<file path="config.mk">
export PLATFORM = sky130hd
export DESIGN_NAME = adsr_envelope_unit
export DESIGN_NICKNAME = d
export VERILOG_FILES = /design/src/rtl/adsr_pkg.sv /design/src/rtl/adsr_sat_step.sv /design/src/rtl/adsr_envelope_unit.sv
export SDC_FILE = /design/constraint.sdc
export NUM_CORES = 1
export LEC_CHECK = 0
export ABC_CLOCK_PERIOD_IN_PS = 10700
export CORE_MARGIN = 2
export CORE_UTILIZATION = 40
export DETAILED_ROUTE_END_ITERATION = 8
export HOLD_SLACK_MARGIN = 0.1
export SYNTH_ARGS = -nofsm -noshare
export SYNTH_HDL_FRONTEND = slang
export SYNTH_SLANG_ARGS = --single-unit
</file>
<file path="constraint.sdc">
create_clock -name clk -period 10.7 [get_ports clk]
set_input_delay 2.14 -clock clk [delete_from_list [all_inputs] [get_ports clk]]
set_output_delay 2.14 -clock clk [all_outputs]
set_load 0.01 [all_outputs]
</file>
<file path="src/rtl/adsr_pkg.sv">
// ============================================================================
// Module : adsr_pkg
// Brief  : Shared state encoding, limits and step helper for the ADSR envelope.
// Rev    : 1.0 - initial release
// ============================================================================
`default_nettype none

package adsr_pkg;

  localparam int          ENV_BITS = 16;
  localparam logic [15:0] ENV_MAX  = 16'hFFFF;

  typedef enum logic [2:0] {
    ST_IDLE    = 3'd0,
    ST_ATTACK  = 3'd1,
    ST_DECAY   = 3'd2,
    ST_SUSTAIN = 3'd3,
    ST_RELEASE = 3'd4
  } adsr_state_t;

  // A zero rate is promoted to 1 so every phase always makes progress.
  function automatic logic [15:0] form_step(input logic [7:0] rate, input int unsigned shift);
    logic [15:0] w_base;
    w_base = {8'h00, (rate == 8'h00) ? 8'h01 : rate};
    return w_base << shift;
  endfunction

endpackage

`default_nettype wire

</file>
<file path="src/rtl/adsr_sat_step.sv">
// ============================================================================
// Module : adsr_sat_step
// Brief  : Saturating add/subtract against a ceiling/floor, with a limit flag.
// Rev    : 1.0 - initial release
// ============================================================================
`default_nettype none

module adsr_sat_step #(
  parameter int WIDTH = 16
) (
  input  logic [WIDTH-1:0] i_value,
  input  logic [WIDTH-1:0] i_step,
  input  logic [WIDTH-1:0] i_limit,
  input  logic             i_sub,
  output logic [WIDTH-1:0] o_value,
  output logic             o_hit
);

  logic [WIDTH:0] w_sum;
  logic [WIDTH:0] w_diff;

  assign w_sum  = {1'b0, i_value} + {1'b0, i_step};
  assign w_diff = {1'b0, i_value} - {1'b0, i_step};

  // A borrow out of the subtraction counts as reaching the floor, so nothing wraps.
  always_comb begin
    o_hit   = 1'b0;
    o_value = i_value;
    if (i_sub) begin
      o_hit = (i_value <= i_limit) || w_diff[WIDTH] || (w_diff[WIDTH-1:0] <= i_limit);
    end else begin
      o_hit = (w_sum >= {1'b0, i_limit});
    end
    if (o_hit) begin
      o_value = i_limit;
    end else if (i_sub) begin
      o_value = w_diff[WIDTH-1:0];
    end else begin
      o_value = w_sum[WIDTH-1:0];
    end
  end

endmodule

`default_nettype wire

</file>
<file path="src/rtl/adsr_envelope_unit.sv">
// ============================================================================
// Module : adsr_envelope_unit
// Brief  : Beat-stepped linear ADSR envelope; ADSR_STATE_PORT_EN adds env_state.
// Rev    : 1.0 - initial release
// ============================================================================
`default_nettype none

module adsr_envelope_unit
  import adsr_pkg::*;
#(
  parameter int ENV_W      = 16,
  parameter int STEP_SHIFT = 8
) (
  input  logic             clk,
  input  logic             reset,
  input  logic             play_enable,
  input  logic             beat,
  input  logic [7:0]       attack,
  input  logic [7:0]       decay,
  input  logic [7:0]       sustain,
  input  logic [7:0]       released,
  output logic [ENV_W-1:0] envelope_out
`ifdef ADSR_STATE_PORT_EN
  ,
  output logic [2:0]       env_state
`endif
);

  generate
    if (ENV_W != ENV_BITS || STEP_SHIFT > 8) begin : g_param_check
      $error("adsr_envelope_unit: ENV_W must be 16 and STEP_SHIFT at most 8");
    end
  endgenerate

  adsr_state_t      r_state;
  adsr_state_t      w_state_nxt;
  logic [ENV_W-1:0] r_env;
  logic [ENV_W-1:0] w_env_nxt;
  logic [ENV_W-1:0] w_sustain_level;
  logic [ENV_W-1:0] w_step;
  logic [ENV_W-1:0] w_limit;
  logic [ENV_W-1:0] w_sat_val;
  logic             w_sub;
  logic             w_hit;

  assign w_sustain_level = {sustain, 8'h00};

  // Rates and sustain are used live: whatever is on the inputs at the beat applies.
  always_comb begin
    w_step  = form_step(attack, STEP_SHIFT);
    w_limit = ENV_MAX;
    w_sub   = 1'b0;
    case (r_state)
      ST_DECAY: begin
        w_step  = form_step(decay, STEP_SHIFT);
        w_limit = w_sustain_level;
        w_sub   = 1'b1;
      end
      ST_RELEASE: begin
        w_step  = form_step(released, STEP_SHIFT);
        w_limit = '0;
        w_sub   = 1'b1;
      end
      default: ;
    endcase
  end

  adsr_sat_step #(
    .WIDTH (ENV_W)
  ) u_sat_step (
    .i_value (r_env),
    .i_step  (w_step),
    .i_limit (w_limit),
    .i_sub   (w_sub),
    .o_value (w_sat_val),
    .o_hit   (w_hit)
  );

  // Gate edges take priority; a beat in the same cycle is dropped.
  always_comb begin
    w_state_nxt = r_state;
    w_env_nxt   = r_env;
    if (play_enable && (r_state == ST_IDLE || r_state == ST_RELEASE)) begin
      w_state_nxt = ST_ATTACK;
    end else if (!play_enable && (r_state == ST_ATTACK || r_state == ST_DECAY ||
                                  r_state == ST_SUSTAIN)) begin
      w_state_nxt = ST_RELEASE;
    end else if (beat) begin
      case (r_state)
        ST_ATTACK: begin
          w_env_nxt = w_sat_val;
          if (w_hit) w_state_nxt = ST_DECAY;
        end
        ST_DECAY: begin
          w_env_nxt = w_sat_val;
          if (w_hit) w_state_nxt = ST_SUSTAIN;
        end
        ST_SUSTAIN: begin
          w_env_nxt = w_sustain_level;
        end
        ST_RELEASE: begin
          w_env_nxt = w_sat_val;
          if (w_hit) w_state_nxt = ST_IDLE;
        end
        default: begin
          w_env_nxt   = '0;
          w_state_nxt = ST_IDLE;
        end
      endcase
    end
  end

  always_ff @(posedge clk or posedge reset) begin
    if (reset) begin
      r_state <= ST_IDLE;
      r_env   <= '0;
    end else begin
      r_state <= w_state_nxt;
      r_env   <= w_env_nxt;
    end
  end

  assign envelope_out = r_env;

`ifdef ADSR_STATE_PORT_EN
  assign env_state = r_state;
`endif

endmodule

`default_nettype wire

</file>
[Word-level counts from Yosys, hierarchy flattened]
Cells that the tools add are included.
Operators by class
  add/sub/neg operators: 2
  multipliers: 0
  div/mod/pow operators: 0
  $lt $le $gt $ge: 3
  equal/unequal tests: 8
  shift operators: 0
  multiplexer cells: 17
  bitwise gates (word level): 2
  reductions and logical operators: 17
Operators with widths (count)
  16-bit case mux with 2 select lines: 3
  16-bit less-or-equal comparator: 2
  16-bit two-way mux: 2
  8-bit zero test: 3
  8-bit two-way mux: 3
  3-bit two-way mux: 6
  16-bit by 16-bit adder with 17-bit output: 1
  17-bit by 16-bit greater-or-equal comparator with 1-bit output: 1
  16-bit by 16-bit subtractor with 17-bit output: 1
  3-bit case mux with 4 select lines: 1
  4-bit by 2-bit inequality test with 1-bit output, second input constant: 2
  3-bit by 2-bit == test with 1-bit output, second input constant: 2
  1-bit logical OR: 5
  5-bit AND reduction: 1
  4-bit by 1-bit inequality test with 1-bit output, second input constant: 1
  3-bit by 1-bit == test with 1-bit output, second input constant: 1
  3-bit == test, second input constant: 1
  3-bit zero test: 1
  3-bit by 2-bit inequality test with 1-bit output, second input constant: 1
  3-bit AND reduction: 1
  3-bit nonzero test: 1
  3-bit OR reduction: 1
  1-bit logical AND: 2
  1-bit two-way mux: 2
  other kinds (3): 4
Word-level totals
  flip-flop bits (word level): 19
  latch bits: 0
  RAM bits: 0
  ROM bits: 0
  bits of input ports: 36
  output and inout bits: 16
  logic and storage cells: 51
  memories kept: 0

[Logic depth before layout (Yosys ltp)]
Gate-level depths: netlist of run 1.
  depth in word-level cells: 12
  depth in mapped cells: 21

[Modules after synthesis]
Synthesis of run 1 repeated with hierarchy kept, for this count alone.
Second synthesis, totals
  cell total of the unflattened synthesis: 529
  area total of the unflattened synthesis: 4260.3 um^2
By module, submodules not included
  adsr_sat_step: times used 1, cells each 386, area an instance 2989.1 um^2, seq. area each 0.0 um^2
  adsr_envelope_unit: times used 1, cells each 143, area an instance 1271.2 um^2, seq. area each 475.5 um^2

[Worst setup path after synthesis of run 1]
No wires, ideal clock.
  kind: input to register
  start point: in decay[4]
  end point: reg r_env[10], in the netlist envelope_out[10]
  library setup time: 88 ps
  arrival: 5767 ps
  required time: 10612 ps
  setup slack: 4844 ps
  cell stages on the path: 19
  buffers on the path: 0
  cell sequence: or4_1 nor4_1 o31ai_1 o21ai_1 ha_1 inv_1 fa_1 nor2b_1 o21ai_1 nand3b_1 xnor2_1 ha_1 nand4_1 o22ai_1 a211oi_4 nand4_4 o21ai_4 mux2_4 o221ai_2
Between the ends
  longest elaborated chain between the ends: 9
  elaborated cells on any way between the ends: 13
Ends and longest elaborated chain
  start: declaration: RTL line adsr_envelope_unit.sv:19  | input logic [7:0] decay,
  8-bit zero test: RTL line adsr_pkg.sv:24  | w_base = {8'h00, (rate == 8'h00) ? 8'h01 : rate};
  8-bit two-way mux *: RTL line adsr_pkg.sv:24
  16-bit case mux with 2 select lines *: RTL line adsr_envelope_unit.sv:53  | case (r_state)
  16-bit by 16-bit subtractor with 17-bit output: RTL line adsr_sat_step.sv:23  | assign w_diff = {1'b0, i_value} - {1'b0, i_step};
  16-bit less-or-equal comparator / 1-bit logical OR (equally long branches): RTL line adsr_sat_step.sv:30  | o_hit = (i_value <= i_limit) || w_diff[WIDTH] || (w_diff[WIDTH-1:0] <= i_limit);
  1-bit logical OR: RTL line adsr_sat_step.sv:30
  1-bit two-way mux: RTL line adsr_sat_step.sv:29  | if (i_sub) begin
  16-bit two-way mux *: RTL line adsr_sat_step.sv:34  | if (o_hit) begin
  16-bit case mux with 2 select lines *: RTL line adsr_envelope_unit.sv:89  | case (r_state)
  end signal: assignment: RTL line adsr_envelope_unit.sv:119  | r_env <= w_env_nxt;
  end: declaration: RTL line adsr_envelope_unit.sv:37  | logic [ENV_W-1:0] r_env;
Every way passes the cells marked *; elsewhere a longest branch is shown, timed or not.
A chain may end at the register's enable or synchronous reset.

[Final worst setup path of run 1]
  start point: in decay[4]
  end point: reg r_env[12], in the netlist envelope_out[12]
Same word-level chain as after synthesis.

==> impl_metrics.env, run 1 <==
export IMPL_dieHeight_microns=86.1
export IMPL_syn_num_nets=416
export IMPL_grt_pass1_vias=2493
export IMPL_netlist_top_cell_by_area="ha_1"
export IMPL_worstPathArrival_ns=6.91
export IMPL_netlist_area_sq_um=2700
export IMPL_cts_repair_resized=0
export IMPL_root_buffer="clkbuf_8"
export IMPL_layout_common_cells="clkdlybuf4s50_1, ha_1, nand2_1, a21oi_1, nor2_1"
export IMPL_gr_total_overflow=0
export IMPL_crit_type="in2reg"
export IMPL_cts_htree_levels=1
export IMPL_ant_nets=0
export IMPL_detail_route_wl_per_cell_microns=17.3
export IMPL_fin_crit_ns=6.76
export IMPL_grt_max_degree=30
export IMPL_vias=2556
export IMPL_cp_data_required_time_ns=10.85
export IMPL_maxSlewViolCount=0
export IMPL_ys_types=56
export IMPL_drv_cap=0
export IMPL_start_kind="input port"
export IMPL_hold_buffers=0
export IMPL_hpwl_mm=6.19
export IMPL_core_sq_um=6420
export IMPL_cts_sinks=12
export IMPL_tns_ns=0
export IMPL_first_pass_iters=4
export IMPL_cts_buffers=3
export IMPL_fmax_mhz=148
export IMPL_ys_seq_elements=12
export IMPL_relSlewSlack_pct=44.5
export IMPL_crit_path_end_kind="flip-flop"
export IMPL_die_area_sq_um=7410
export IMPL_cts_tree="done"
export IMPL_insertion_delay_ns=0.25
export IMPL_rows=29
export IMPL_post_cts_buffers=0
export IMPL_fin_nets=447
export IMPL_diodes=0
export IMPL_rsz0062_at_grt="false"
export IMPL_area_growth_pct=18.8
export IMPL_synth_avg_cell_area_sq_um=8.05
export IMPL_grt_usage_pct=21.2
export IMPL_hold_viol=0
export IMPL_gp_congestion=0.898
export IMPL_worstPathMaxFanout=10
export IMPL_grt_pass1_wl_mm=12.5
export IMPL_numPortBuffers=51
export IMPL_ios=52
export IMPL_outcome="finished, final reports clean"
export IMPL_synth_warnings=0
export IMPL_cts_path_max_buffers=2
export IMPL_synth_edf_count=0
export IMPL_clock_skew_ns=0.00258
export IMPL_drt_iter0_markers=165
export IMPL_ys_flop_type="dfrtp_1"
export IMPL_antenna_found_initial=0
export IMPL_synthTopCellsByArea="ha_1, dfrtp_1, a21oi_1"
export IMPL_final_common_cell="clkdlybuf4s50_1"
export IMPL_remaining_drc_errors=0
export IMPL_synth_top_area_share_pct=20.0
export IMPL_fp_dieW_microns=86.1
export IMPL_start_util_pct=42.0
export IMPL_finalSetupViolCount=0
export IMPL_cts_clk_slew_worst_paths_ns=0.06
export IMPL_fin_crit_sh_pct=63.2
export IMPL_wl_mm=7.65
export IMPL_synth_seq_area_share_pct=11.1
export IMPL_ys_async_sr_fraction_pct=100
export IMPL_syn_inst=335
export IMPL_holdCritPathClass="reg2reg"
export IMPL_worst_slew_pin_slew_ns=0.832
export IMPL_drive_gt1_share_pct=8.22
export IMPL_vias_per_cell=5.78
[per-layer routing]
layer / wire (microns) / share of wire, % / global-route usage, %
met4: 85 / 1.1 / 4.33
met5: 0 / 0 / 0
met3: 217 / 2.8 / 2.60
met1: 3710 / 48 / 28.8
met2: 3640 / 48 / 35.9
[area by class of cell]
type | count | area [sq um]
fill | 643 | 3220
clock buffer | 4 | 55.1
inverter | 22 | 85.1
timing repair buffer | 51 | 510
sequential | 12 | 300
multi-input combinational | 276 | 2150
tap | 77 | 96.3
[worst max-delay path, stage by stage]
cell	delay, ns
clkdlybuf4s50_1	0.43
or4_1	0.52
nor4_1	0.20
o31ai_1	0.10
o21ai_1	0.28
ha_1	0.24
o21bai_1	0.11
a2111oi_2	0.55
o21bai_1	0.12
a21oi_1	0.21
xnor2_1	0.19
ha_1	0.31
nand4_1	0.14
o22ai_1	0.15
a211oi_4	0.30
nand4_4	0.17
o21ai_4	0.23
mux2_4	0.35
o221ai_2	0.15
[kinds of logic (layout without fill, tap and decap cells)]
family / after synthesis / after routing / share of synthesized area (%)
DFF: 12 / 12 / 11.1
xor gates and xnor gates: 12 / 12 / 3.90
muxes: 13 / 13 / 6.13
AOI/OAI and AO/OA: 114 / 114 / 31.0
and+or+nand+nor: 92 / 92 / 17.5
adders and majority gates: 45 / 45 / 21.4
buffers and inverters: 47 / 77 / 8.91
[sequential cells by signal (all words and copies together) (netlist names)]
signal	flops
envelope_out	9
r_state	3
[synth_stat cells, types with 2 or more instances]
library cell / number
ha_1: 43
nand2_1: 28
a21oi_1: 26
nor2_1: 22
inv_1: 18
o22ai_1: 15
dfrtp_1: 12
o21ai_0: 12
o21a_1: 11
buf_4: 8
nor3_1: 8
xnor2_1: 8
buf_2: 7
mux2_4: 7
o21ai_1: 7
o221ai_2: 7
o22a_1: 7
a211oi_1: 6
clkbuf_1: 6
mux2i_1: 6
o21bai_1: 6
nand4_1: 5
nor4_1: 5
nand2b_1: 4
nand3_1: 4
o211ai_1: 4
xor2_1: 4
buf_6: 3
nor2b_1: 3
a21o_1: 2
fa_1: 2
inv_2: 2
nor3b_1: 2
or2_1: 2
or4_1: 2
[final timing paths]
| kind | from | to | slack, ns | depth (start not counted) |
|---|---|---|---|---|
| worst max-delay path | decay[4] | envelope_out[12] | 3.94 | 19 |
| worst min-delay path | envelope_out[13] | envelope_out[13] | 0.67 | 2 |
| worst max register to register | r_state[0] | envelope_out[12] | 5.18 | 20 |
| worst min register to register | envelope_out[13] | envelope_out[13] | 0.67 | 2 |
| max in group asynchronous | reset | envelope_out[8] | 8.15 | 2 |
| min in group asynchronous | reset | r_state[1] | 2.21 | 2 |
[through the flow]
step | hold slack, ns | setup WS [ns] | cells | utilization (%) | area (sq um)
final | 0.669 | 3.94 | 442 | 49.9 | 3200
after global routing | 0.697 | 3.66 | 442 | 49.9 | 3200
after CTS | 0.664 | 3.98 | 442 | 49.9 | 3200
after detailed placement | 0.651 | 3.72 | 438 | 49.0 | 3150
after global placement | 0.645 | 3.78 | 438 | 49.0 | 3150
after floorplan | 0.591 | 4.84 | 335 | - | 2700
Power of run 1 is left out: the tool's default activity adds up to more than one toggle a clock period on the data nets, which glitch-free logic cannot reach.
==> run 2, diff against run 1 <==
--- a/config.mk
+++ b/config.mk
@@ -5,11 +5,12 @@
 export SDC_FILE = /design/constraint.sdc
 export NUM_CORES = 1
 export LEC_CHECK = 0
-export ABC_CLOCK_PERIOD_IN_PS = 10700
+export ABC_CLOCK_PERIOD_IN_PS = 5600
 export CORE_MARGIN = 2
 export CORE_UTILIZATION = 40
 export DETAILED_ROUTE_END_ITERATION = 8
 export HOLD_SLACK_MARGIN = 0.1
+export PLACE_DENSITY = 0.67
 export SYNTH_ARGS = -nofsm -noshare
 export SYNTH_HDL_FRONTEND = slang
 export SYNTH_SLANG_ARGS = --single-unit
==> constraint.sdc (replaced) <==
create_clock -name clk -period 5.6 [get_ports clk]
set_input_delay 1.12 -clock clk [delete_from_list [all_inputs] [get_ports clk]]
set_output_delay 1.12 -clock clk [all_outputs]
set_load 0.01 [all_outputs]
==> run 2 against run 1 <==
Against the previous run:
- worst setup slack got worse by 3.8 ns
- routed wire length is 0.27% lower
- clock skew grew 0.0046 ns
- critical path type unchanged
- highest routed layer unchanged
==> impl_metrics.env, run 2 (synthesis results as in run 1) <==
export IMPL_fin_crit_ns=5.42
export IMPL_dpl_cell_count=462
export IMPL_critPathMaxStageDelay_ns=0.44
export IMPL_grt_pass1_vias=2579
export IMPL_largest_reg_flops=9
export IMPL_fillCellCount=614
export IMPL_cts_htree_levels=1
export IMPL_die_area_sq_um=7410
export IMPL_grt_max_degree=19
export IMPL_diodes=0
export IMPL_area_growth_pct=30.0
export IMPL_final_cells=469
export IMPL_clock_skew_ns=0.00714
export IMPL_hold_start="envelope_out[8]"
export IMPL_cts_buffers=3
export IMPL_worstPathArrival_ns=5.58
export IMPL_worstReg2RegStart="r_state[1]"
export IMPL_rows=29
export IMPL_reg2regPathDepth=20
export IMPL_worst_slew_pin_slew_ns=0.590
export IMPL_ios=52
export IMPL_detail_route_wl_per_cell_microns=16.3
export IMPL_first_pass_iters=4
export IMPL_maxSlewViolCount=0
export IMPL_antenna_found_initial=0
export IMPL_crit_path_end_kind="flip-flop"
export IMPL_drive_gt1_share_pct=18.1
export IMPL_cts_path_max_buffers=2
export IMPL_crit_slowest_cell="clkdlybuf4s50_1"
export IMPL_hold_buffers=0
export IMPL_hold_viol=0
export IMPL_holdCritPathClass="reg2reg"
export IMPL_r2r_end="envelope_out[11]"
export IMPL_vias_per_cell=5.74
export IMPL_fin_ws_ns=0.182
export IMPL_crit_type="in2reg"
export IMPL_final_common_cell="clkdlybuf4s50_1"
export IMPL_numPortBuffers=51
export IMPL_grt_pass1_wl_mm=12.4
export IMPL_crit_chain="clkdlybuf4s50_1, nor4_2, a21o_1, nand2b_1, o31ai_1, o21ai_1, ha_2, inv_1, fa_2, nor2b_2, o21ai_2, nand3b_1, xnor2_2, ha_1, nand4_1, a211oi_2, a211o_1, nand4_4, o21ai_4, buf_12, mux2_4, o221ai_2"
export IMPL_wl_mm=7.63
export IMPL_vias=2692
export IMPL_fp_dieW_microns=86.1
export IMPL_ant_nets=0
export IMPL_layout_common_cells="clkdlybuf4s50_1, ha_1, nand2_1, buf_4, a21oi_1"
export IMPL_crit_buf_inv=3
export IMPL_drt_iter0_markers=119
export IMPL_hpwl_mm=6.24
export IMPL_drv_cap=0
export IMPL_root_buffer="clkbuf_8"
export IMPL_outcome="finished, final reports clean"
export IMPL_fmax_mhz=185
export IMPL_finalSetupViolCount=0
export IMPL_cts_tree="done"
export IMPL_path_delay_family="compound AO/OA/AOI/OAI gates"
export IMPL_remaining_drc_errors=0
export IMPL_hold_path_end="envelope_out[8]"
export IMPL_dieHeight_microns=86.1
export IMPL_cts_clk_slew_worst_paths_ns=0.06
export IMPL_grt_usage_pct=20.8
export IMPL_insertion_delay_ns=0.26
export IMPL_place_ws_ns=-0.150
export IMPL_gp_congestion=0.912
export IMPL_hold_depth=2
export IMPL_gr_total_overflow=0
export IMPL_relSlewSlack_pct=60.5
export IMPL_cp_data_required_time_ns=5.77
export IMPL_start_kind="input port"
export IMPL_core_sq_um=6420
export IMPL_start_util_pct=42.0
export IMPL_worstPathMaxFanout=8
export IMPL_fin_nets=474
export IMPL_cts_sinks=12
export IMPL_rrSetupSlack_ns=0.88
export IMPL_fin_crit_sh_pct=96.8
## run 2: changes by cell type in the layout (fill, tap and decap cells not counted), sizes merged
cell	previous run	this run
clkdlybuf4s50	51	46
buf	0	27
dlymetal6s2s	0	5
## run 2: worst max-delay path by stage
stage / to / slack (ns) / startpoint / cells after the start
after floorplan: envelope_out[10] / 0.76 / decay[4] / 19
after CTS: envelope_out[9] / 0.1 / decay[4] / 21
after global placement: envelope_out[11] / -0.09 / decay[4] / 21
after detailed placement: envelope_out[9] / -0.15 / decay[4] / 21
after global routing: envelope_out[9] / -0.04 / attack[4] / 22
final: envelope_out[11] / 0.18 / attack[4] / 22
## run 2: tightest hold or removal path, cell delays in order (launching register included)
cell,delay [ns]
dfrtp_1,0.45
nand2_1,0.09
o221ai_2,0.06
## run 2: layout make-up
cell class                      count  area, sq um  area share (%)
Timing Repair Buffer               78          738            21.1
Clock buffer                        4         55.1            1.57
Multi-Input combinational cell    276         2230            63.6
Inverter                           22         85.1            2.43
Sequential cell                    12          300            8.57
Tap cell                           77         96.3            2.75
## run 2: per-stage QoR
| step | hold WS (ns) | util (%) | TNS, ns | cell area [sq um] |
|---|---|---|---|---|
| global route | 0.657 | 54.5 | -0.131 | 3500 |
| global placement | 0.618 | 52.0 | -0.647 | 3340 |
| finish | 0.638 | 54.5 | 0 | 3500 |
| floorplan | 0.591 | - | 0 | 2700 |
| detailed placement | 0.620 | 52.0 | -1.14 | 3340 |
| CTS | 0.634 | 52.9 | 0 | 3390 |
## run 2: what timing repair did
item                       4_1_cts  5_1_grt
setup buffers                    0        3
setup endpoints to repair        0       11
resized for setup                0       20
## run 2: routing by layer
layer	share of wire [%]	up-vias	GRT usage, %
met3	4.1	4	2.98
met5	0	-	0
met2	49	80	36.2
li1	-	1351	-
met1	46	1257	27.2
met4	0.64	0	4.47
Power of run 2 is left out for the same reason.
==> run 3, diff against run 2 <==
--- a/config.mk
+++ b/config.mk
@@ -7,10 +7,10 @@
 export LEC_CHECK = 0
 export ABC_CLOCK_PERIOD_IN_PS = 5600
 export CORE_MARGIN = 2
-export CORE_UTILIZATION = 40
+export CORE_UTILIZATION = 47
 export DETAILED_ROUTE_END_ITERATION = 8
 export HOLD_SLACK_MARGIN = 0.1
-export PLACE_DENSITY = 0.67
+export PLACE_DENSITY = 0.76
 export SYNTH_ARGS = -nofsm -noshare
 export SYNTH_HDL_FRONTEND = slang
 export SYNTH_SLANG_ARGS = --single-unit
==> constraint.sdc (replaced) <==
create_clock -name clk -period 5.6 [get_ports clk]
set_input_delay 1.12 -clock clk [delete_from_list [all_inputs] [get_ports clk]]
set_output_delay 1.12 -clock clk [all_outputs]
set_load 0.1 [all_outputs]
==> run 3 against run 2 <==
Against the previous run:
- first-iteration DRC count up 56%
- utilization up 8.7 points
- cell count down 2.1%
- via count up 1.9%
- fmax up 1.3%
- clock-buffer cell count down 1
- clock skew down 0.0048 ns
- critical path depth down 1
- flip-flop and latch count unchanged
- cell area down 0.54%
- routed wire length up 2.0%
- worst setup slack better by 0.067 ns
- critical path type unchanged
- critical endpoint unchanged
==> impl_metrics.env, run 3 (synthesis results as in run 1) <==
export IMPL_insertion_delay_ns=0.24
export IMPL_grt_usage_pct=24.2
export IMPL_die_area_sq_um=6360
export IMPL_outcome="finished, final reports clean"
export IMPL_detail_route_wl_per_cell_microns=16.9
export IMPL_fin_nets=470
export IMPL_grt_max_degree=30
export IMPL_clock_skew_ns=0.00236
export IMPL_worstPathMaxFanout=10
export IMPL_antenna_found_initial=0
export IMPL_start_util_pct=48.9
export IMPL_vias_per_cell=5.97
export IMPL_crit_path_end_kind="flip-flop"
export IMPL_crit_type="in2reg"
export IMPL_cts_htree_levels=1
export IMPL_root_buffer="clkbuf_8"
export IMPL_start_kind="input port"
export IMPL_wl_mm=7.78
export IMPL_tns_ns=0
export IMPL_worst_slew_pin_slew_ns=0.975
export IMPL_ant_nets=0
export IMPL_rsz0062_at_grt="false"
export IMPL_gp_congestion=0.916
export IMPL_ios=52
export IMPL_cts_buffers=3
export IMPL_drv_cap=0
export IMPL_holdWs_ns=0.651
export IMPL_fmax_mhz=187
export IMPL_hpwl_mm=6.10
export IMPL_fp_dieW_microns=79.7
export IMPL_cts_path_max_buffers=2
export IMPL_final_common_cell="clkdlybuf4s50_1"
export IMPL_area_growth_pct=29.3
export IMPL_largest_reg_flops=9
export IMPL_diodes=0
export IMPL_maxSlewViolCount=0
export IMPL_grt_pass1_vias=2531
export IMPL_finalSetupViolCount=0
export IMPL_fin_crit_sh_pct=95.6
export IMPL_cp_data_required_time_ns=5.75
export IMPL_rows=27
export IMPL_numPortBuffers=51
export IMPL_grt_pass1_wl_mm=12.2
export IMPL_utilization_pct=63.3
export IMPL_layout_common_cells="clkdlybuf4s50_1, ha_1, nand2_1, a21oi_1, nor2_1"
export IMPL_drive_gt1_share_pct=17.3
export IMPL_relSlewSlack_pct=34.8
export IMPL_drt_iter0_markers=186
export IMPL_gr_total_overflow=0
export IMPL_cts_tree="done"
export IMPL_worstPathArrival_ns=5.50
export IMPL_hold_viol=0
export IMPL_fin_crit_ns=5.35
export IMPL_cts_sinks=12
export IMPL_core_sq_um=5510
export IMPL_first_pass_iters=4
export IMPL_vias=2742
export IMPL_dieHeight_microns=79.7
export IMPL_remaining_drc_errors=0
export IMPL_hold_buffers=0
export IMPL_holdCritPathClass="reg2reg"
export IMPL_cts_clk_slew_worst_paths_ns=0.05
==> run 3: area by class of cell <==
cell class	count	area (sq um)
clock buffer	3	41.3
sequential	12	300
inverter	22	85.1
fill	484	2020
timing repair buffer	74	722
tap	72	90.1
multi-input combinational	276	2250
==> run 3: final timing paths <==
kind / start / end / slack (ns) / cells past startpoint
hold / removal: envelope_out[8] / envelope_out[8] / 0.65 / 2
setup / recovery: attack[4] / envelope_out[11] / 0.25 / 21
setup reg to reg: r_state[0] / envelope_out[11] / 0.38 / 21
min in group asynchronous: reset / envelope_out[13] / 1.20 / 2
max in group asynchronous: reset / r_state[2] / 4.07 / 2
hold reg to reg: envelope_out[8] / envelope_out[8] / 0.65 / 2
==> run 3: what timing repair did <==
item | 4_1_cts | 5_1_grt
endpoints found under the setup margin | 0 | 12
gates resized for setup | 0 | 26
setup buffers | 0 | 8
==> run 3: routing by layer <==
metal  up-vias  global-route usage (%)  share of wire (%)
li1       1348                       -                  -
met1      1294                    32.4                 44
met2        92                    42.4                 49
met3         8                    2.71                5.8
met4         0                    3.79                1.4
met5         -                       0                  0
==> run 3: critical path: stages <==
cell,delay (ns)
clkdlybuf4s50_1,0.44
buf_4,0.16
o22a_1,0.19
o22ai_1,0.13
a21oi_1,0.15
ha_4,0.44
nor3_1,0.08
a2111oi_2,0.46
o21bai_1,0.11
a21oi_1,0.20
xnor2_1,0.13
ha_1,0.34
nand4_1,0.21
a211oi_2,0.27
a211o_1,0.17
nand4_4,0.13
o21ai_4,0.09
buf_12,0.12
buf_12,0.11
mux2_4,0.30
o221ai_2,0.15
==> run 3: stage by stage <==
step | cell area, sq um | worst slack (ns) | instances
2_1_floorplan | 2700 | 0.764 | 335
3_5_place_dp | 3270 | -0.188 | 448
4_1_cts | 3310 | 0.0508 | 451
6_report | 3480 | 0.249 | 459
3_3_place_gp | 3270 | -0.135 | 448
5_1_grt | 3480 | 0.00400 | 459
Power of run 3 is left out for the same reason.
